[config.mk]
export PLATFORM = sky130hd
export DESIGN_NAME = reg_scoreboard
export DESIGN_NICKNAME = d
export VERILOG_FILES = /design/src/rtl/riscv_pkg.sv /design/src/rtl/sb_busy_file.sv /design/src/rtl/reg_scoreboard.sv
export SDC_FILE = /design/constraint.sdc
export NUM_CORES = 1
export LEC_CHECK = 0
export CAP_MARGIN = 20
export CORE_MARGIN = 2
export CORE_UTILIZATION = 50
export CTS_CLUSTER_SIZE = 16
export DETAILED_ROUTE_END_ITERATION = 8
export PLACE_DENSITY = 0.77
export SYNTH_ARGS = -nofsm -noshare
export SYNTH_HDL_FRONTEND = slang
export SYNTH_SLANG_ARGS = --single-unit
[constraint.sdc]
create_clock -name clk -period 4.5 [get_ports clk]
set_clock_uncertainty 0.2 [all_clocks]
set_input_delay 0.45 -clock clk [delete_from_list [all_inputs] [get_ports clk]]
set_output_delay 0.45 -clock clk [all_outputs]
set_load 0.02 [all_outputs]
[src/rtl/riscv_pkg.sv]
// Shared register-file definitions used by the issue-side hazard logic.
package riscv_pkg;

    localparam int REG_ADDR_W = 5;
    localparam int NUM_REGS   = 32;

    typedef logic [REG_ADDR_W-1:0] reg_addr_t;

    // x0 is hardwired zero, so it never carries a dependency.
    function automatic logic reg_nz(input reg_addr_t r);
        return r != '0;
    endfunction

endpackage

[src/rtl/sb_busy_file.sv]
// Busy bit per architectural register plus a count of pending long-latency writes.
// A set and a clear on the same register in one cycle leaves the register busy.
module sb_busy_file
    import riscv_pkg::*;
#(
    parameter int MAX_OUTSTANDING = 4,
    parameter int CNT_W           = $clog2(MAX_OUTSTANDING + 1)
) (
    input  logic                  clk,
    input  logic                  rst,
    input  logic                  set_en,
    input  logic [REG_ADDR_W-1:0] set_addr,
    input  logic                  clr_en,
    input  logic [REG_ADDR_W-1:0] clr_addr,
    output logic [NUM_REGS-1:0]   busy_vec,
    output logic [CNT_W-1:0]      outstanding
);

    logic [NUM_REGS-1:0] busy_reg;
    logic [NUM_REGS-1:0] busy_next;
    logic [CNT_W-1:0]    cnt_reg;
    logic [CNT_W-1:0]    cnt_next;

    genvar gi;
    generate
        for (gi = 0; gi < NUM_REGS; gi++) begin : g_bit
            if (gi == 0) begin : g_zero
                assign busy_next[gi] = 1'b0;
            end else begin : g_reg
                assign busy_next[gi] = (set_en && set_addr == reg_addr_t'(gi)) ||
                                       (busy_reg[gi] && !(clr_en && clr_addr == reg_addr_t'(gi)));
            end
        end
    endgenerate

    // Simultaneous set and clear cancel out whether or not they hit the same register.
    always_comb begin
        cnt_next = cnt_reg;
        if (set_en && !clr_en && cnt_reg != CNT_W'(MAX_OUTSTANDING)) begin
            cnt_next = cnt_reg + 1'b1;
        end else if (clr_en && !set_en && cnt_reg != '0) begin
            cnt_next = cnt_reg - 1'b1;
        end
    end

    always_ff @(posedge clk or posedge rst) begin
        if (rst) begin
            busy_reg <= '0;
            cnt_reg  <= '0;
        end else begin
            busy_reg <= busy_next;
            cnt_reg  <= cnt_next;
        end
    end

    assign busy_vec    = busy_reg;
    assign outstanding = cnt_reg;

endmodule

[src/rtl/reg_scoreboard.sv]
// Issue-side hazard unit: tracks pending variable-latency writes, detects load-use,
// and selects writeback bypass for ID operands. Stall is combinational.
module reg_scoreboard
    import riscv_pkg::*;
#(
    parameter int MAX_OUTSTANDING = 4,
    parameter int CNT_W           = $clog2(MAX_OUTSTANDING + 1)
) (
    input  logic                  clk,
    input  logic                  rst,
    input  logic                  id_valid,
    input  logic [REG_ADDR_W-1:0] id_rs1,
    input  logic [REG_ADDR_W-1:0] id_rs2,
    input  logic                  id_rs1_used,
    input  logic                  id_rs2_used,
    input  logic [REG_ADDR_W-1:0] id_rd,
    input  logic                  id_reg_write,
    input  logic                  id_long_lat,
    input  logic                  idex_mem_read,
    input  logic [REG_ADDR_W-1:0] idex_rd,
    input  logic                  flush,
    input  logic                  wb_valid,
    input  logic [REG_ADDR_W-1:0] wb_rd,
    output logic                  stall,
    output logic                  issue,
    output logic                  fwd_wb_rs1,
    output logic                  fwd_wb_rs2,
    output logic [NUM_REGS-1:0]   busy_vec,
    output logic [CNT_W-1:0]      outstanding,
    output logic                  sb_error
);

    logic wb_hit;
    logic wb_err;
    logic hit_rs1, hit_rs2, hit_rd;
    logic haz_rs1, haz_rs2, haz_waw, haz_load_use, haz_full;
    logic set_en;
    logic sb_error_reg;

    // A writeback only counts as a hit when it retires a genuinely pending register.
    assign wb_hit  = wb_valid && reg_nz(wb_rd) && busy_vec[wb_rd];
    assign wb_err  = wb_valid && (!reg_nz(wb_rd) || !busy_vec[wb_rd]);

    assign hit_rs1 = wb_hit && (wb_rd == id_rs1);
    assign hit_rs2 = wb_hit && (wb_rd == id_rs2);
    assign hit_rd  = wb_hit && (wb_rd == id_rd);

    assign haz_rs1 = id_rs1_used && reg_nz(id_rs1) && busy_vec[id_rs1] && !hit_rs1;
    assign haz_rs2 = id_rs2_used && reg_nz(id_rs2) && busy_vec[id_rs2] && !hit_rs2;
    assign haz_waw = id_reg_write && reg_nz(id_rd) && busy_vec[id_rd] && !hit_rd;

    assign haz_load_use = idex_mem_read && reg_nz(idex_rd) &&
                          ((id_rs1_used && idex_rd == id_rs1) ||
                           (id_rs2_used && idex_rd == id_rs2));

    assign haz_full = id_long_lat && id_reg_write && reg_nz(id_rd) &&
                      (outstanding == CNT_W'(MAX_OUTSTANDING));

    // Flush wins over every hazard: the squashed instruction must not hold the front end.
    assign stall = id_valid && !flush &&
                   (haz_rs1 || haz_rs2 || haz_waw || haz_load_use || haz_full);
    assign issue = id_valid && !stall && !flush;

    assign fwd_wb_rs1 = id_rs1_used && reg_nz(id_rs1) && hit_rs1;
    assign fwd_wb_rs2 = id_rs2_used && reg_nz(id_rs2) && hit_rs2;

    assign set_en = issue && id_long_lat && id_reg_write && reg_nz(id_rd);

    sb_busy_file #(
        .MAX_OUTSTANDING (MAX_OUTSTANDING),
        .CNT_W           (CNT_W)
    ) u_busy_file (
        .clk         (clk),
        .rst         (rst),
        .set_en      (set_en),
        .set_addr    (id_rd),
        .clr_en      (wb_hit),
        .clr_addr    (wb_rd),
        .busy_vec    (busy_vec),
        .outstanding (outstanding)
    );

    always_ff @(posedge clk or posedge rst) begin
        if (rst) begin
            sb_error_reg <= 1'b0;
        end else if (wb_err) begin
            sb_error_reg <= 1'b1;
        end
    end

    assign sb_error = sb_error_reg;

endmodule

Yosys cells after proc, flatten, opt, wreduce, memory -nomap -nowiden
Index checks and enable logic that the tools add are counted.
{"block": "word_totals", "out_inout_bits": 40, "input_bits": 35, "register_bits": 35}
{"block": "op_classes", "addsub": 2, "reduce_logical": 212, "magnitude_cmp": 4, "eq_ne": 69, "mux": 10}
{"operator": "5-bit == test, second input constant", "n": 32}
{"operator": "1-bit logical AND", "n": 128}
{"operator": "5-bit by 4-bit == test with 1-bit output, second input constant", "n": 16}
{"operator": "5-bit by 3-bit == test with 1-bit output, second input constant", "n": 8}
{"operator": "1-bit zero test", "n": 40}
{"operator": "1-bit logical OR", "n": 37}
{"operator": "5-bit == test", "n": 5}
{"operator": "5-bit nonzero test", "n": 5}
{"operator": "5-bit by 6-bit less-than comparator with 1-bit output, second input constant", "n": 4}
{"operator": "1-bit binary-select mux with 5-bit select", "n": 4}
{"operator": "5-bit by 2-bit == test with 1-bit output, second input constant", "n": 4}
{"operator": "5-bit by 1-bit == test with 1-bit output, second input constant", "n": 2}
{"operator": "3-bit two-way mux", "n": 2}
{"operator": "1-bit two-way mux", "n": 4}
{"operator": "3-bit by 1-bit adder with 3-bit output, second input constant", "n": 1}
{"operator": "3-bit == test, second input constant", "n": 1}
{"operator": "3-bit != test, second input constant", "n": 1}
{"operator": "3-bit nonzero test", "n": 1}
{"operator": "3-bit by 1-bit subtractor with 3-bit output, second input constant", "n": 1}
{"operator": "2-bit nonzero test", "n": 1}

Longest topological paths before layout
Gate-level depths: netlist (run 1).
{"block": "logic_depth", "word_depth": 22, "ltp_mapped": 14, "mapped_depth_nobuf": 11}

By module
Synthesis (run 1) repeated with hierarchy kept, for this count alone.
{"block": "hier_totals", "hier_cells": 322, "hier_area_um2": 3240.6}
{"mod": "reg_scoreboard", "area_each_um2": 1646.6, "cells_each": 163, "instances": 1}
{"mod": "sb_busy_file", "area_each_um2": 1594.0, "cells_each": 159, "instances": 1}

Worst setup path before layout (run 1)
OpenSTA, ideal clock, no wires.
{"block": "synth_timing", "path_kind": "input-to-reg", "from": "input port id_rd[0]", "to": "register u_busy_file.cnt_reg[2] (netlist: u_busy_file.outstanding[2])", "path_buffers": 2, "setup_slack_ns": 0.776, "t_required_ns": 4.236, "arrival_time_ns": 3.459, "setup_ns": 0.064, "cell_stages": 12, "path_cell_list": "buf_6 -> mux4_2 -> mux4_2 -> o211ai_2 -> a41oi_1 -> nor4b_4 -> buf_4 -> nand3_1 -> fa_1 -> or4_1 -> nor2_1 -> a211o_1"}
{"block": "synth_between", "elab_chain_cells": 18}
{"item": "from (decl)", "line": "reg_scoreboard.sv:16", "source": "input logic [REG_ADDR_W-1:0] id_rd,"}
{"item": "1-bit binary-select mux with 5-bit select (tied with other cells)", "line": "reg_scoreboard.sv:50", "source": "assign haz_waw = id_reg_write && reg_nz(id_rd) && busy_vec[id_rd] && !hit_rd;"}
{"item": "1-bit two-way mux (implied by the code) (tied with other cells)", "line": "reg_scoreboard.sv:50"}
{"item": "1-bit logical AND or 1-bit zero test (tied branches)", "line": "reg_scoreboard.sv:50"}
{"item": "1-bit logical AND", "line": "reg_scoreboard.sv:50"}
{"item": "1-bit logical OR (3 in a row)", "line": "reg_scoreboard.sv:61", "source": "(haz_rs1 || haz_rs2 || haz_waw || haz_load_use || haz_full);"}
{"item": "1-bit logical AND", "line": "reg_scoreboard.sv:60", "source": "assign stall = id_valid && !flush &&"}
{"item": "1-bit zero test", "line": "reg_scoreboard.sv:62", "source": "assign issue = id_valid && !stall && !flush;"}
{"item": "1-bit logical AND (2 in a row)", "line": "reg_scoreboard.sv:62"}
{"item": "1-bit logical AND (2 in a row)", "line": "reg_scoreboard.sv:67", "source": "assign set_en = issue && id_long_lat && id_reg_write && reg_nz(id_rd);"}
{"item": "1-bit logical AND *", "line": "reg_scoreboard.sv:67"}
{"item": "1-bit zero test", "line": "sb_busy_file.sv:41", "source": "end else if (clr_en && !set_en && cnt_reg != '0) begin"}
{"item": "1-bit logical AND (2 in a row)", "line": "sb_busy_file.sv:41"}
{"item": "2-bit nonzero test (no line)"}
{"item": "to (signal assigned)", "line": "sb_busy_file.sv:52", "source": "cnt_reg <= cnt_next;"}
{"item": "to (decl)", "line": "sb_busy_file.sv:21", "source": "logic [CNT_W-1:0] cnt_reg;"}
Every way passes the cells marked *; elsewhere a longest branch is shown, timed or not. The select of a mux whose other input is x is not followed.
A chain may end at the register's enable or synchronous reset.

Worst setup path in the final report (run 1)
{"block": "layout_timing", "from": "input port id_rs2[0]", "to": "output port issue"}
{"block": "layout_between", "elab_chain_cells": 12}
{"item": "from (decl)", "line": "reg_scoreboard.sv:13", "source": "input logic [REG_ADDR_W-1:0] id_rs2,"}
{"item": "1-bit binary-select mux with 5-bit select (tied with other cells)", "line": "reg_scoreboard.sv:49", "source": "assign haz_rs2 = id_rs2_used && reg_nz(id_rs2) && busy_vec[id_rs2] && !hit_rs2;"}
{"item": "1-bit two-way mux (implied by the code) (tied with other cells)", "line": "reg_scoreboard.sv:49"}
{"item": "1-bit logical AND or 1-bit zero test (tied branches)", "line": "reg_scoreboard.sv:49"}
{"item": "1-bit logical AND", "line": "reg_scoreboard.sv:49"}
{"item": "1-bit logical OR (2 in a row)", "line": "reg_scoreboard.sv:61"}
{"item": "1-bit logical OR * (2 in a row)", "line": "reg_scoreboard.sv:61"}
{"item": "1-bit logical AND *", "line": "reg_scoreboard.sv:60"}
{"item": "1-bit zero test *", "line": "reg_scoreboard.sv:62"}
{"item": "1-bit logical AND * (2 in a row)", "line": "reg_scoreboard.sv:62"}
{"item": "to (decl)", "line": "reg_scoreboard.sv:25", "source": "output logic issue,"}
Marks and branches as above.

==> results of run 1 <==
synth_stat cells (all sizes together), types with 2 or more instances:
library cell	instances
or4	3
inv	6
or3b	3
dfrtp	35
a32oi	2
nor2	15
o221ai	2
nand3	11
mux2	6
o2111ai	2
and3	4
o31a	2
nor4	3
buf	15
nor2b	7
a22o	2
nor3	8
mux4	13
o211ai	2
a211oi	3
a311oi	2
a21oi	5
nand4	5
nand3b	6
nand2	27
nand2b	4
xor2	15
o21ai	65
clkbuf	14
a21boi	2
mux2i	38
xnor2	11
a22oi	5
routing by layer:
| metal | vias up | global-route usage (%) | part of all wire, % |
|---|---|---|---|
| met3 | 35 | 5.01 | 9.5 |
| met4 | 0 | 12.3 | 3.4 |
| met5 | - | 0 | 0 |
| met1 | 1638 | 41.3 | 39 |
| met2 | 209 | 51.9 | 48 |
| li1 | 1491 | - | - |
what timing repair did:
action,in CTS,in global routing
gates resized for setup,0,1
buffers inserted,0,0
hold buffers,0,0
endpoints found under the setup margin,0,1
worst max-delay path: cells and delay by family:
kind                   cells  cell delay [ps]
and+or+nand+nor            3              900
muxes                      1              350
buffers and inverters      3             1290
AOI/OAI and AO/OA          3              560
how the worst min path moves through the flow:
| stage | to | slack (ps) | depth (start not counted) |
|---|---|---|---|
| 2_1_floorplan | sb_error | 390 | 1 |
| 3_3_place_gp | sb_error | 280 | 1 |
| 3_5_place_dp | sb_error | 290 | 1 |
| 4_1_cts | sb_error | 300 | 1 |
| 5_1_grt | sb_error | 340 | 1 |
| 6_report | sb_error | 300 | 1 |
power breakdown:
group          total [mW]  switching, mW  leakage (nW)  internal (mW)
sequential          0.416         0.0702         0.474          0.345
clock               0.297          0.118        0.0612          0.179
combinational       0.409          0.204          1.14          0.205
kinds of logic after synthesis:
kind of cell | share of synthesized area [%]
multiplexers | 23.0
flip-flops | 27.1
other | 0.116
buffers and inverters | 5.47
AO/OA/AOI/OAI | 19.4
XOR/XNOR | 7.06
AND/OR/NAND/NOR | 17.3
adder cells (fa/ha/maj) | 0.620
through the flow:
step	power (mW)	util, %	setup slack (ps)
floorplan	0.648	-	776
CTS	1.12	66.6	177
detailed placement	0.824	64.7	71.5
finish	1.12	66.7	300
global placement	0.815	64.7	166
global route	1.17	66.7	45.4
area by class of cell:
type	instances	area [um^2]
fill	512	2090
timing repair buffer	93	893
sequential	35	876
multi-input combinational	290	2180
tap	77	96.3
inverter	6	22.5
clock inverter	2	35.0
clock buffer	6	82.6
==> impl_metrics.json, run 1 <==
{
  "status": "finished, final reports clean",
  "post-route-drc-count": 0,
  "cts.sinks": 35,
  "clock_latency_ps": 290,
  "synth-main-ff-cell": "dfrtp_1",
  "root_buffer": "clkbuf_8",
  "critPathKind": "input pin to primary output",
  "cp-start-kind": "input pin",
  "async_reset_ff_share_pct": 100,
  "synth_edf_count": 0,
  "diodes": 0,
  "mappedNetlistArea_mm2": 0.00323,
  "syn_inst": 360,
  "setup_viol": 0,
  "io_buffer_count": 73,
  "setup-tns-final_ps": 0,
  "min_period_ps": 4200,
  "worstSetupEndpointType": "primary output",
  "cts_max_level": 2,
  "ys_seq_area_share_pct": 27.1,
  "drt_iter0_drc": 271,
  "synth_cell_types": 58,
  "timing.final.crit_share_pct": 93.3,
  "final_cells": 509,
  "cp_max_fo": 19,
  "syn_nets": 396,
  "initial_core_util_pct": 51.4,
  "ir_worst_vdd_mv": 0.391,
  "whs_ps": 301,
  "p_per_area_mw_per_mm2": 268,
  "synth_top_area_share_pct": 27.1,
  "r2r-start": "u_busy_file.busy_vec[30]",
  "fmax_ghz": 0.238,
  "crit_path_start": "id_rs2[0]",
  "first_pass_iters": 6,
  "die-area_mm2": 0.00711,
  "crit_slowest_cell": "clkdlybuf4s50_1",
  "critPathRequiredTime_ps": 3850,
  "pin_count": 75,
  "drv_cap": 0,
  "r2r_cells": 11,
  "syn_area_per_cell_um2": 8.96,
  "track_usage_pct": 31.3,
  "drive_gt1_share_pct": 12.3,
  "path_cells": "clkdlybuf4s50_1, buf_12, mux2_1, o2111ai_1, a211oi_1, nor4_2, o221ai_1, nor3_1, and3b_1, clkdlybuf4s50_1",
  "routed_wirelength_mm": 11.1,
  "ys_ff_latch": 35,
  "antenna_found_initial": 0,
  "grt_setup_unrepaired": "no",
  "grt_pass1_vias": 3331,
  "area_delta_synth_final_pct": 29.7,
  "endpoint": "issue",
  "die_h_um": 84.3,
  "globalplace.congestion": 0.921,
  "slew_violations": 0,
  "design_area_mm2": 0.00419,
  "vias": 3373,
  "wl_per_cell_um": 21.8,
  "hold_viol": 0,
  "clk_pin_slew_ps": 70,
  "reg2reg_to": "u_busy_file.outstanding[2]",
  "max_slew_margin_pct": 63.6,
  "dp.cells": 501,
  "critical_path_arrival_ps": 3550,
  "final_cell_mix": "clkdlybuf4s50_1 (73), o21ai_0 (64), mux2i_1 (38), dfrtp_1 (35), nand2_1 (27)",
  "cts_tree": "built",
  "worstHoldStart": "sb_error",
  "final_common_cell": "clkdlybuf4s50_1",
  "worst_pin_slew_ps": 545,
  "die_width_um": 84.3,
  "cts_buffers": 5,
  "synthTopCellsByArea": "dfrtp_1 (27%), mux2i_1 (12%), o21ai_0 (9.9%)",
  "place_area_mm2": 0.00406,
  "rrSetupSlack_ps": 840,
  "fin_nets": 467,
  "p_leak_nw": 1.68,
  "cpPeakStageDelay_ps": 600,
  "core_mm2": 0.00628,
  "grt_remaining_overflow": 0,
  "largest_register_ffs": 31,
  "dp_hpwl_mm": 8.17,
  "ant_nets": 0,
  "grt_max_degree": 36,
  "grt_pass1_wl_mm": 17.5,
  "hold_class": "register to register",
  "cts_buffer_depth": 2,
  "ys_warn_count": 0,
  "synth_largest_area_cell": "dfrtp_1",
  "path_common_cell": "clkdlybuf4s50_1",
  "std_cell_rows": 29,
  "viasPerCell": 6.63
}
Power figures use the tool's default switching activity.
==> run 2, diff against run 1 <==
--- a/config.mk
+++ b/config.mk
@@ -6,11 +6,13 @@
 export NUM_CORES = 1
 export LEC_CHECK = 0
 export CAP_MARGIN = 20
+export CELL_PAD_IN_SITES_DETAIL_PLACEMENT = 0
+export CELL_PAD_IN_SITES_GLOBAL_PLACEMENT = 1
 export CORE_MARGIN = 2
-export CORE_UTILIZATION = 50
+export CORE_UTILIZATION = 38
 export CTS_CLUSTER_SIZE = 16
 export DETAILED_ROUTE_END_ITERATION = 8
-export PLACE_DENSITY = 0.77
+export PLACE_DENSITY = 0.78
 export SYNTH_ARGS = -nofsm -noshare
 export SYNTH_HDL_FRONTEND = slang
 export SYNTH_SLANG_ARGS = --single-unit
==> run 2 against run 1 <==
  * Fmax shrank 2.4%
  * Critical endpoint unchanged
  * Non-clock buffer count shrank 4
  * Combinational power shrank 1%
  * Cell count grew 4.5%
  * Register-to-register slack lost 100 ps
  * Critical path depth is the same
  * Utilization shrank 16 points
  * Wire length grew 0.22%
  * Clock power shrank 21%
  * Worst hold slack lost 8.1 ps
==> impl_metrics.json, run 2 (synthesis results as in run 1) <==
{
  "post-route-drc-count": 0,
  "post-route-worst-setup-slack_ps": 197,
  "grt_pass1_vias": 3188,
  "cts_tree": "built",
  "dp_hpwl_mm": 8.30,
  "place_ws_ps": 48.9,
  "grt_max_degree": 23,
  "whs_ps": 292,
  "cts.sinks": 35,
  "cpPeakStageDelay_ps": 600,
  "p_leak_nw": 1.64,
  "path_buf_inv": 3,
  "worst_pin_slew_ps": 529,
  "clk_pin_slew_ps": 70,
  "fmax_ghz": 0.232,
  "grt_pass1_wl_mm": 17.3,
  "multiInputGateArea_mm2": 0.00218,
  "max_slew_margin_pct": 64.7,
  "vias": 3288,
  "drt_iter0_drc": 281,
  "place_area_mm2": 0.00407,
  "pin_count": 75,
  "cts_max_level": 2,
  "cts_buffers": 5,
  "timing.final.crit_share_pct": 95.6,
  "min_period_ps": 4300,
  "ir_worst_vdd_mv": 0.171,
  "cp-start-kind": "input pin",
  "wl_per_cell_um": 20.9,
  "ff_latch_area_um2": 876,
  "diodes": 0,
  "die_h_um": 96.2,
  "critPathRequiredTime_ps": 3850,
  "root_buffer": "clkbuf_8",
  "globalplace.congestion": 0.935,
  "ant_nets": 0,
  "worstSetupEndpointType": "primary output",
  "cp_top_family": "buffers and inverters",
  "crit_slowest_cell": "clkdlybuf4s50_1",
  "design_area_mm2": 0.00416,
  "cp_max_fo": 19,
  "drive_gt1_share_pct": 11.2,
  "die-area_mm2": 0.00924,
  "fill_cells": 782,
  "critPathKind": "input pin to primary output",
  "die_width_um": 96.2,
  "critical_path_arrival_ps": 3650,
  "grt_remaining_overflow": 0,
  "antenna_found_initial": 0,
  "cts_setup_buffers": 0,
  "status": "finished, final reports clean",
  "track_usage_pct": 25.0,
  "slew_violations": 0,
  "drv_cap": 0,
  "setup-tns-final_ps": 0,
  "path_cells": "clkdlybuf4s50_1, buf_12, mux2_1, o2111ai_1, a211oi_1, nor4_1, o221ai_1, nor3_1, and3b_1, clkdlybuf4s50_1",
  "first_pass_iters": 5,
  "cts_buffer_depth": 2,
  "hold_viol": 0,
  "largest_register_ffs": 31,
  "routed_wirelength_mm": 11.1,
  "viasPerCell": 6.18,
  "hold_class": "input pin to asynchronous set/reset pin",
  "grt_setup_unrepaired": "no",
  "path_common_cell": "clkdlybuf4s50_1",
  "io_buffer_count": 73,
  "p_per_area_mw_per_mm2": 253,
  "final_cell_mix": "clkdlybuf4s50_1 (73), o21ai_0 (64), mux2i_1 (38), dfrtp_1 (35), nand2_1 (27)",
  "cts_hold_buffers": 0,
  "core_mm2": 0.00822,
  "final_common_cell": "clkdlybuf4s50_1",
  "clock_latency_ps": 290,
  "initial_core_util_pct": 39.3,
  "area_delta_synth_final_pct": 28.8,
  "setup_viol": 0,
  "fin_nets": 463,
  "std_cell_rows": 33
}
==> run 2: changes by cell type in the layout (fill, tap and decap cells not counted) <==
cell | previous run | this run
bufinv_16 | 1 | 0
nor4_2 | 1 | 0
nor2b_1 | 7 | 6
nor2b_2 | 0 | 1
nor4_1 | 2 | 3
buf_4 | 19 | 15
==> run 2: power by group <==
| group | internal, mW | switching, mW |
|---|---|---|
| Sequential | 0.345 | 0.0705 |
| Combinational | 0.202 | 0.201 |
| Clock | 0.120 | 0.114 |
| Total | 0.667 | 0.386 |
==> run 2: routing by layer <==
metal / vias up / global-route usage (%) / part of all wire, %
met2: 156 / 40.9 / 47
met5: - / 0 / 0
li1: 1474 / - / -
met1: 1632 / 33.6 / 43
met4: 0 / 9.17 / 2.7
met3: 26 / 3.52 / 7.2
==> run 2: worst paths after layout <==
path                                           from                    endpoint  slack (ps)  cells after the start
max                                       id_rs2[0]                       issue         200                     10
min                                             rst     u_busy_file.busy_vec[6]         290                      2
max reg2reg                u_busy_file.busy_vec[31]  u_busy_file.outstanding[2]         740                     11
min reg2reg                                sb_error                    sb_error         300                      1
max in group asynchronous                       rst    u_busy_file.busy_vec[31]        3120                      3
min in group clk                           sb_error                    sb_error         300                      1
==> run 2: final cells by class <==
type	count	share of cell area (%)
repair buffers	89	20.8
clock inverters	1	0.120
clock buffers	6	1.99
flip-flops and latches	35	21.1
multi-input cells	290	52.4
well taps	105	3.16
inverters	6	0.542
==> run 2: timing repair <==
item                                    4_1_cts  5_1_grt
resized for setup                             0        1
endpoints found under the setup margin        0        1
endpoints found under the hold margin         0        0
==> run 2: metrics by stage <==
step | utilization [%] | instances | power [mW]
global placement | 49.5 | 525 | 0.815
detailed placement | 49.5 | 525 | 0.820
global route | 50.6 | 532 | 1.10
CTS | 50.6 | 532 | 1.05
floorplan | - | 360 | 0.648
finish | 50.6 | 532 | 1.05
